[src/rtl/qspi_sclk_gen.sv]
// QSPI serial-clock generator: programmable SCLK divider with CPOL/CPHA-aware
// launch/sample strobes, burst length control, abort and done signalling.
module qspi_sclk_gen #(
  parameter int DIV_W = 16,
  parameter int CNT_W = 8
) (
  input  logic             clock,
  input  logic             rst_n,
  input  logic             io_start_signal,
  input  logic             io_stop,
  input  logic [DIV_W-1:0] io_cchan_divide,
  input  logic             io_cpol,
  input  logic             io_cpha,
  input  logic [CNT_W-1:0] io_num_cycles,
  output logic             io_sclk,
  output logic             io_launch_en,
  output logic             io_sample_en,
  output logic             io_busy,
  output logic             io_done
);

  typedef enum logic {IDLE, RUN} state_e;

  localparam logic [DIV_W-1:0] DIV_ONE  = {{(DIV_W-1){1'b0}}, 1'b1};
  localparam logic [CNT_W:0]   EDGE_ONE = {{CNT_W{1'b0}}, 1'b1};

  state_e           state_q;
  logic [DIV_W-1:0] divide_q;
  logic [DIV_W-1:0] div_cnt_q;
  logic [CNT_W-1:0] num_q;
  logic [CNT_W:0]   edge_cnt_q;
  logic             cpol_q;
  logic             cpha_q;
  logic             sclk_q;
  logic             busy_q;
  logic             done_q;

  logic start_ok;
  logic edge_ev;
  logic leading;
  logic last_edge;

  // NOTE: every signal driven here gets a default first so no latch is inferred.
  always_comb begin
    start_ok     = (state_q == IDLE) && io_start_signal && (io_num_cycles != '0);
    edge_ev      = (state_q == RUN) && (div_cnt_q == '0);
    leading      = (sclk_q == cpol_q);
    last_edge    = (edge_cnt_q == ({num_q, 1'b0} - EDGE_ONE));
    io_launch_en = 1'b0;
    io_sample_en = 1'b0;
    if (rst_n) begin
      if (start_ok) begin
        io_launch_en = !io_cpha;
      end else if (edge_ev && !io_stop) begin
        if (cpha_q) begin
          io_launch_en = leading;
          io_sample_en = !leading;
        end else begin
          // The final trailing edge closes the burst, so nothing is launched on it.
          io_sample_en = leading;
          io_launch_en = !leading && !last_edge;
        end
      end
    end
  end

  // NOTE: sequential state uses non-blocking assignments only.
  always_ff @(posedge clock) begin
    if (!rst_n) begin
      state_q    <= IDLE;
      sclk_q     <= 1'b0;
      busy_q     <= 1'b0;
      done_q     <= 1'b0;
      div_cnt_q  <= '0;
      edge_cnt_q <= '0;
    end else begin
      done_q <= 1'b0;
      case (state_q)
        IDLE: begin
          sclk_q <= io_cpol;
          if (start_ok) begin
            state_q    <= RUN;
            busy_q     <= 1'b1;
            div_cnt_q  <= io_cchan_divide;
            edge_cnt_q <= '0;
          end else if (io_start_signal) begin
            done_q <= 1'b1;
          end
        end
        RUN: begin
          if (io_stop) begin
            state_q <= IDLE;
            busy_q  <= 1'b0;
            sclk_q  <= cpol_q;
          end else if (div_cnt_q == '0) begin
            div_cnt_q  <= divide_q;
            edge_cnt_q <= edge_cnt_q + EDGE_ONE;
            if (last_edge) begin
              state_q <= IDLE;
              busy_q  <= 1'b0;
              done_q  <= 1'b1;
              sclk_q  <= cpol_q;
            end else begin
              sclk_q <= ~sclk_q;
            end
          end else begin
            div_cnt_q <= div_cnt_q - DIV_ONE;
          end
        end
      endcase
    end
  end

  // NOTE: burst configuration is only read in RUN, after a start has loaded it,
  // so these registers need no reset.
  always_ff @(posedge clock) begin
    if (start_ok) begin
      divide_q <= io_cchan_divide;
      cpol_q   <= io_cpol;
      cpha_q   <= io_cpha;
      num_q    <= io_num_cycles;
    end
  end

  assign io_sclk = sclk_q;
  assign io_busy = busy_q;
  assign io_done = done_q;

endmodule

[config.mk]
export PLATFORM = sky130hd
export DESIGN_NAME = qspi_sclk_gen
export DESIGN_NICKNAME = d
export VERILOG_FILES = /design/src/rtl/qspi_sclk_gen.sv
export SDC_FILE = /design/constraint.sdc
export NUM_CORES = 1
export LEC_CHECK = 0
export CAP_MARGIN = 20
export CORE_ASPECT_RATIO = 1.4
export CORE_MARGIN = 2
export CORE_UTILIZATION = 35
export CTS_BUF_LIST = sky130_fd_sc_hd__clkbuf_8
export DETAILED_ROUTE_END_ITERATION = 6
export HOLD_SLACK_MARGIN = 0.12
export PLACE_DENSITY = 0.54
export SYNTH_ARGS = -nofsm -noshare
export SYNTH_HDL_FRONTEND = slang
export SYNTH_SLANG_ARGS = --single-unit
[constraint.sdc]
create_clock -name clock -period 4.3 [get_ports clock]
set_input_delay 0.86 -clock clock [delete_from_list [all_inputs] [get_ports clock]]
set_output_delay 0.86 -clock clock [all_outputs]
set_load 0.02 [all_outputs]
* Yosys cells after proc, flatten, opt, wreduce, memory -nomap -nowiden
Index checks and enable logic that the tools add are counted.
Operators by class: bitwise gates (word level) 2, mux-type cells 36, $add $sub $neg 3, reduce and logical (&&, ||, !) cells 14, equal/unequal tests 7
Operator list (count):
- $mux W16 | 3
- $pmux W16 S2 | 1
- $mux W9 | 3
- $mux W1 | 24
- $pmux W9 S2 | 1
- $logic_not A16 Y1 | 1
- $sub A16 B1 Y16 const B | 1
- $add A9 B1 Y9 const B | 1
- $eq A9 B9 Y1 | 1
- $sub A9 B1 Y9 const B | 1
- $pmux W1 S2 | 4
- $reduce_bool A8 Y1 | 1
- $ne A3 B2 Y1 const B | 2
- $reduce_and A3 Y1 | 2
- $logic_and A1 B1 Y1 | 5
- $logic_not A1 Y1 | 4
- $ne A2 B2 Y1 const B | 2
- $ne A2 B1 Y1 const B | 1
- $not A1 Y1 | 2
- $reduce_and A2 Y1 | 1
- $eq A1 B1 Y1 | 1
Storage, ports and cells: output and inout port bits 5, register bits after elaboration 55, logic and storage cells 72

* Longest topological paths before layout
Gate-level depths: netlist of the first run.
word-level depth 8, mapped depth 9

* Worst setup path before layout of the first run
Ideal clock, no wire load.
kind input to output, from in io_num_cycles[5], to out io_launch_en, buffers on the path 0, slack 0.687 ns, stages 6, arrival time 2.753 ns, required time 3.440 ns, cell sequence or4_1 -> o21ai_1 -> inv_1 -> nand3b_1 -> o21ai_0 -> or2_2
Between the ends: word-level cells in the longest chain between the ends 4
RTL lines:
- start, declared | line 14 | input logic [CNT_W-1:0] io_num_cycles,
- $reduce_bool A8 Y1 | line 45 | start_ok = (state_q == IDLE) && io_start_signal && (io_num_cycles != '0);
- $logic_and A1 B1 Y1 | line 45
- named net start_ok | line 38 | logic start_ok;
- $mux W1 | line 52 | if (start_ok) begin
- $mux W1 | line 51 | if (rst_n) begin
- end, declared | line 16 | output logic io_launch_en,
The timed path passes the listed nets, and every way through them passes these cells.

* Final worst setup path of the first run
Same ends and word-level chain as after synthesis.

==> metrics.txt, run 1 <==
P per Cell Area=347 nW/um^2; Synth Area in XOR/XNOR=7.50%; Register-to-Register Setup Slack=1.48 ns; Critical path buffers and inverters=3; fin util=43.0%; CP most frequent cell=clkdlybuf4s50_1; post_cts resized=0; outcome=finished, final reports clean; total gr overflow=0; critical path class=primary input to output pin; GPL Wtd Cong=0.752; first-pass GRT wire length=11.8 mm; WP data arrival=3.18 ns; HP Class=flop to flop; sequential area share after synthesis=46.7%; Final Cell Area=3500 sq um; Post-Synth Simple-Gate Area=21.3%; fin. max-slew vios=0; slowest CP cell=or4_1; Critical Path RT=3.44 ns; most frequent cells in the layout=nand2_1, clkdlybuf4s50_1, dfxtp_1, edfxtp_1, o21ai_0; input/output buffers=34; vias in the first global route=2478; slew margin rel.=40.4%; Pre-antenna DRT Iters=5; Bufs on Longest Clock Path=2; Setup crit start=io_num_cycles[5]; compound-gate portion of the synthesized area=18.6%; FILL cells=821; Clock Skew=0.0100 ns; Clock Latency Late Sink=0.31 ns; initial antenna violation count=0; largest net degree at the start of global routing=31; placed wire-length estimate=5.07 mm; Final Cycle Share=93.9%; # hold bufs at CTS=0; FP Rows=39; Worst path max stage delay=0.56 ns; crit path cell chain=clkdlybuf4s50_1, or4_1, o21ai_1, inv_1, nand3b_1, o21ai_0, or2_2, clkdlybuf4s50_1; vias per inst=5.49; H-tree levels=2; Clock Sinks=55; Tmin final=4.04 ns; drt drc=0; CTS tree=yes; endpoints failing hold=0; commonest non-fill, non-tap cell in the layout=nand2_1; Yosys warnings=0; FF-to-FF Start=div_cnt_q[6]; sum of negative setup slack=0 ns; Root Buffer=clkbuf_8; max cap viols=0; Synth Instances=313; Worst-Margin Slew=0.894 ns; Crit path depth=8; Total Nets Final=380; n_diodes=0; adder-cell share of the synthesized area=1.72%; buffer count from post-CTS setup fixing=0; clock-pin slew on the worst setup and hold paths=0.10 ns; hold slack=0.495 ns; area grow syn2layout=20.0%; layout cells sized above 1=6.92%; worst reg2reg path depth=6; fin cells=449; via count=2466; total I/O pin count=35; largest family of logic cells by synthesized area=simple AND/OR/NAND/NOR gates; peak supply drop=0.155 mV; core area=8150 sq um; cell area after synthesis=2920 sq um; Initial Util=35.8%; Post-synth EDFFs=26; GRT Util Overall=16.8%; Antenna Violating Nets Remaining=0; Post-synth top flop=dfxtp_1; Iter 0 DRT Violations=89; die footprint=9090 sq um; wire per inst=15.8 microns; terminus of the critical flop-to-flop path=edge_cnt_q[3]; dpl cell area=3380 sq um; clock buffer count from CTS=5; leakage power=1.24 nW; Async SR Flop Fraction=0%; CP endpoint=io_launch_en; post-synthesis area per instance=9.32 sq um; Setup Viol. Count Final=0; Die Y=112 microns; Fmax=248 MHz; Worst path top cell family by delay=buffers and inverters; CP Max Fanout=2; post-synth net total=347; CP startpoint kind=primary input; post-synth cell types=52; Placed Instances=441; number of synthesized register bits=55; Routed WL=7.08 mm; proportion of synthesized area in mux cells=0.343%; Crit. End Element=output pin; unrepaired setup endpoints after global routing=no; Die X-Extent=81.2 microns
## cell families after synthesis
kind of cell	count (synthesis)
simple gates	116
compound gates	83
flops	55
buf+inv	29
xor+xnor	25
fa+ha+maj	4
mux	1
## flip-flops by register name, indices dropped and copies added (netlist names), 8 cells and up
signal	cells
div_cnt_q	16
edge_cnt_q	9
num_q	8
divide_q	16
## per-layer routing
metal | up-vias | routed length [microns] | track usage, % | share of wire [%]
li1 | 1236 | - | - | -
met1 | 1157 | 2900 | 18.6 | 41
met2 | 55 | 3800 | 31.7 | 54
met3 | 18 | 177 | 2.17 | 2.5
met4 | 0 | 198 | 5.65 | 2.8
met5 | - | 0 | 0 | 0
## layout make-up
cell class / instances / area, sq um / area share [%]
sequential: 55 / 1360 / 38.9
multi-input combinational: 229 / 1440 / 41.2
clock inverter: 2 / 35.0 / 1.00
tap: 102 / 128 / 3.64
inverter: 12 / 45.0 / 1.29
clock buffer: 6 / 82.6 / 2.36
timing repair buffer: 43 / 408 / 11.6
## how the worst min path moves through the flow
stage / start / endpoint / depth (start not counted)
final: div_cnt_q[14] / div_cnt_q[14] / 2
after global routing: div_cnt_q[14] / div_cnt_q[14] / 2
after detailed placement: div_cnt_q[14] / div_cnt_q[14] / 2
after global placement: div_cnt_q[14] / div_cnt_q[14] / 2
after floorplan: div_cnt_q[14] / div_cnt_q[14] / 2
after CTS: div_cnt_q[14] / div_cnt_q[14] / 2
## Yosys cell counts (3+ instances only)
library cell / n / area (sq um)
edfxtp_1: 26 / 781
nand2b_1: 4 / 25.0
ha_1: 4 / 50.1
nand2_1: 37 / 139
a21oi_1: 9 / 45.0
inv_1: 11 / 41.3
or3_1: 8 / 50.1
o211ai_1: 17 / 128
o21ai_0: 20 / 100
dfxtp_1: 29 / 581
nor2_1: 17 / 63.8
a31oi_1: 14 / 87.6
nor2b_1: 3 / 18.8
nand3_1: 5 / 25.0
nor4_1: 5 / 31.3
nand4_1: 4 / 25.0
or4_1: 5 / 37.5
xor2_1: 9 / 78.8
buf_2: 4 / 20.0
nor3_1: 11 / 55.1
xnor2_1: 16 / 140
o2111ai_1: 3 / 26.3
a211oi_1: 3 / 22.5
clkbuf_1: 12 / 45.0
## power breakdown
part / switching, W / leakage [nW] / internal (W)
clock: 0.000174 / 0.0612 / 0.000189
sequential: 0.0000343 / 0.488 / 0.000585
combinational: 0.000127 / 0.688 / 0.000107
## metrics by stage
| stage | power, W | setup WS (ns) |
|---|---|---|
| after global placement | 0.000864 | 0.239 |
| after detailed placement | 0.000867 | 0.227 |
| after floorplan | 0.000783 | 0.687 |
| final | 0.00122 | 0.261 |
| after CTS | 0.00123 | 0.228 |
| after global routing | 0.00128 | 0.106 |
## worst register-to-register path, stage by stage (launching register included)
cell     delay (ns)
dfxtp_1        0.37
or4_4          0.58
or2_1          0.25
or4_1          0.93
nor4_4         0.39
xnor2_1        0.15
nor2_1         0.05
Power figures use the tool's default switching activity.
==> run 2, diff against run 1 <==
--- a/config.mk
+++ b/config.mk
@@ -5,7 +5,6 @@
 export SDC_FILE = /design/constraint.sdc
 export NUM_CORES = 1
 export LEC_CHECK = 0
-export CAP_MARGIN = 20
 export CORE_ASPECT_RATIO = 1.4
 export CORE_MARGIN = 2
 export CORE_UTILIZATION = 35
==> results of run 2 <==
Same layout as run 1: the final DEF is identical, and so are final timing and power.
==> run 3, diff against run 2 <==
--- a/config.mk
+++ b/config.mk
@@ -5,6 +5,8 @@
 export SDC_FILE = /design/constraint.sdc
 export NUM_CORES = 1
 export LEC_CHECK = 0
+export ABC_AREA = 1
+export CAP_MARGIN = 20
 export CORE_ASPECT_RATIO = 1.4
 export CORE_MARGIN = 2
 export CORE_UTILIZATION = 35
==> run 3 against run 2 <==
Wire length grew 0.75%. Design area grew 1.8%. Power shrank 3.8%. Critical path type unchanged. Critical endpoint unchanged. Largest cell class unchanged. Largest power group unchanged. Highest routed layer unchanged.
==> metrics.txt, run 3 <==
Fmax=271 MHz (was 248 MHz); largest net degree at the start of global routing=29 (was 31); vias in the first global route=2667 (was 2478); largest family of logic cells by synthesized area=simple AND/OR/NAND/NOR gates (unchanged); Top Registers=div_cnt_q (16), divide_q (16), edge_cnt_q (9) (unchanged); total gr overflow=0 (unchanged); Pre-antenna DRT Iters=4 (was 5); H-tree levels=2 (unchanged); most frequent cells in the layout=nand2_1, a21oi_1, inv_1, nor2_1, clkdlybuf4s50_1 (was nand2_1, clkdlybuf4s50_1, dfxtp_1, edfxtp_1, o21ai_0); Root Buffer=clkbuf_8 (unchanged); proportion of synthesized area in mux cells=0% (was 0.343%); endpoints failing hold=0 (unchanged); unrepaired setup endpoints after global routing=no (unchanged); Final Cycle Share=85.8% (was 93.9%); drt drc=0 (unchanged); leakage power=1.42 nW (was 1.24 nW); max cap viols=0 (unchanged); commonest non-fill, non-tap cell in the layout=nand2_1 (unchanged); compound-gate portion of the synthesized area=17.5% (was 18.6%); post_cts resized=0 (unchanged); vias per inst=5.02 (was 5.49); Async SR Flop Fraction=0% (unchanged); Total Nets Final=452 (was 380); worst setup margin=0.609 ns (was 0.261 ns); input/output buffers=34 (unchanged); area share of the largest cell type after synthesis=25.7% (was 26.8%); sequential area share after synthesis=44.9% (was 46.7%); post-synth cell types=41 (was 52); number of synthesized register bits=55 (unchanged); Initial Util=35.6% (was 35.8%); WP data arrival=2.83 ns (was 3.18 ns); fin. max-slew vios=0 (unchanged); HP Class=flop to flop (unchanged); first-pass GRT wire length=12.2 mm (was 11.8 mm); sum of negative setup slack=0 ns (unchanged); # hold bufs at CTS=0 (unchanged); pre-CTS setup slack=0.575 ns (was 0.227 ns); Synth Instances=383 (was 313); CTS tree=yes (unchanged); clock buffer count from CTS=5 (unchanged); n_diodes=0 (unchanged); Antenna Violating Nets Remaining=0 (unchanged); Tmin final=3.69 ns (was 4.04 ns); Crit. End Element=output pin (unchanged); initial antenna violation count=0 (unchanged); cell area after synthesis=3030 sq um (was 2920 sq um); Iter 0 DRT Violations=111 (was 89); synth cell count leaders=nand2_1, a21oi_1, inv_1 (was nand2_1, dfxtp_1, edfxtp_1); Yosys warnings=0 (unchanged); Clock Sinks=55 (unchanged); slew margin rel.=59.4% (was 40.4%); Yosys top cell by area=edfxtp_1 (unchanged); Synth Area in XOR/XNOR=4.33% (was 7.50%); GRT Util Overall=16.9% (was 16.8%); FILL cells=914 (was 821); post-synth net total=417 (was 347); CP startpoint kind=primary input (unchanged); top-count cell post-synth=nand2_1 (unchanged); Worst-Margin Slew=0.608 ns (was 0.894 ns); wire per inst=13.6 microns (was 15.8 microns); post-synthesis area per instance=7.92 sq um (was 9.32 sq um); Register-to-Register Setup Slack=2.07 ns (was 1.48 ns); Post-Synth Simple-Gate Area=24.3% (was 21.3%); Critical Path RT=3.44 ns (about the same); via count=2629 (was 2466); Setup Viol. Count Final=0 (unchanged); core area=8510 sq um (was 8150 sq um); clock-pin slew on the worst setup and hold paths=0.10 ns (about the same); Post-synth top flop=dfxtp_1 (unchanged); placed wire-length estimate=5.25 mm (was 5.07 mm); total I/O pin count=35 (unchanged); Clock Skew=0.00837 ns (was 0.0100 ns); P per Cell Area=328 nW/um^2 (was 347 nW/um^2); critical path class=primary input to output pin (unchanged); Clock Latency Late Sink=0.32 ns (was 0.31 ns); outcome=finished, final reports clean (unchanged); Post-synth EDFFs=26 (unchanged); peak supply drop=0.187 mV (was 0.155 mV); FP Rows=40 (was 39); die footprint=9440 sq um (was 9090 sq um); synth top area cells=edfxtp_1, dfxtp_1, nand2_1 (was edfxtp_1, dfxtp_1, xnor2_1); CP Max Fanout=4 (was 2); Bufs on Longest Clock Path=2 (unchanged); layout cells sized above 1=6.21% (was 6.92%); adder-cell share of the synthesized area=1.65% (was 1.72%); Routed WL=7.13 mm (was 7.08 mm); buffer count from post-CTS setup fixing=0 (unchanged); area grow syn2layout=17.6% (was 20.0%); GPL Wtd Cong=0.858 (was 0.752); Die Y=114 microns (was 112 microns); Die X-Extent=82.7 microns (was 81.2 microns)
[run 3: cell types whose count changed in the layout (fill, tap and decap cells not counted), moves of 8 or more]
cell	before	now
a21oi_1	9	46
inv_1	11	44
nand2_1	37	66
nor2_1	17	38
nand3_1	5	22
a31oi_1	14	2
o211ai_1	17	7
o21ai_0	20	28
or3_1	8	0
[run 3: layout make-up]
| cell class | instances | area [sq um] | area share (%) |
|---|---|---|---|
| clock buffers | 5 | 68.8 | 1.93 |
| clock inverters | 3 | 11.3 | 0.316 |
| inverters | 44 | 165 | 4.63 |
| multi-input cells | 273 | 1450 | 40.7 |
| flip-flops and latches | 55 | 1360 | 38.2 |
| well taps | 105 | 131 | 3.68 |
| repair buffers | 39 | 378 | 10.6 |
[run 3: where the power goes]
group / leakage (nW) / internal (W) / switching, W / total [W]
Sequential: 0.487 / 0.000589 / 0.0000294 / 0.000618
Combinational: 0.890 / 0.000107 / 0.000164 / 0.000271
Clock: 0.0444 / 0.000109 / 0.000170 / 0.000280
[run 3: worst paths after layout]
kind                    start       endpoint  cells past startpoint
max          io_num_cycles[3]   io_launch_en                      9
min             edge_cnt_q[8]  edge_cnt_q[8]                      2
max reg2reg           state_q   div_cnt_q[6]                      6
min reg2reg     edge_cnt_q[8]  edge_cnt_q[8]                      2
[run 3: logic make-up (layout without fill, tap and decap cells)]
family | count (synthesis) | count (layout)
AO/OA/AOI/OAI | 97 | 97
buffers and inverters | 55 | 91
adder cells (fa/ha/maj) | 4 | 4
flip-flops | 55 | 55
XOR/XNOR | 15 | 15
AND/OR/NAND/NOR | 157 | 157
[run 3: worst max-delay path, stage by stage]
cell	delay, ns
clkdlybuf4s50_1	0.41
nor2_1	0.12
nand4_1	0.19
nand3_1	0.23
inv_1	0.10
nand2_1	0.06
nand2_1	0.04
a21oi_1	0.17
clkdlybuf4s50_1	0.64
[run 3: routing by layer]
layer	vias to the layer above	GRT usage (%)	wire, microns
met4	0	5.14	102
met1	1216	18.6	2930
met5	-	0	0
met2	38	32.0	3920
li1	1367	-	-
met3	8	2.68	186
[run 3: metrics by stage]
step	std cells	utilization (%)	cell area (sq um)	hold WS [ns]	power [W]
CTS	524	41.9	3570	0.525	0.00119
floorplan	383	-	3030	0.469	0.000813
detailed placement	516	41.0	3490	0.507	0.000904
global route	524	41.9	3570	0.554	0.00124
global placement	516	41.0	3490	0.498	0.000902
finish	524	41.9	3570	0.523	0.00117
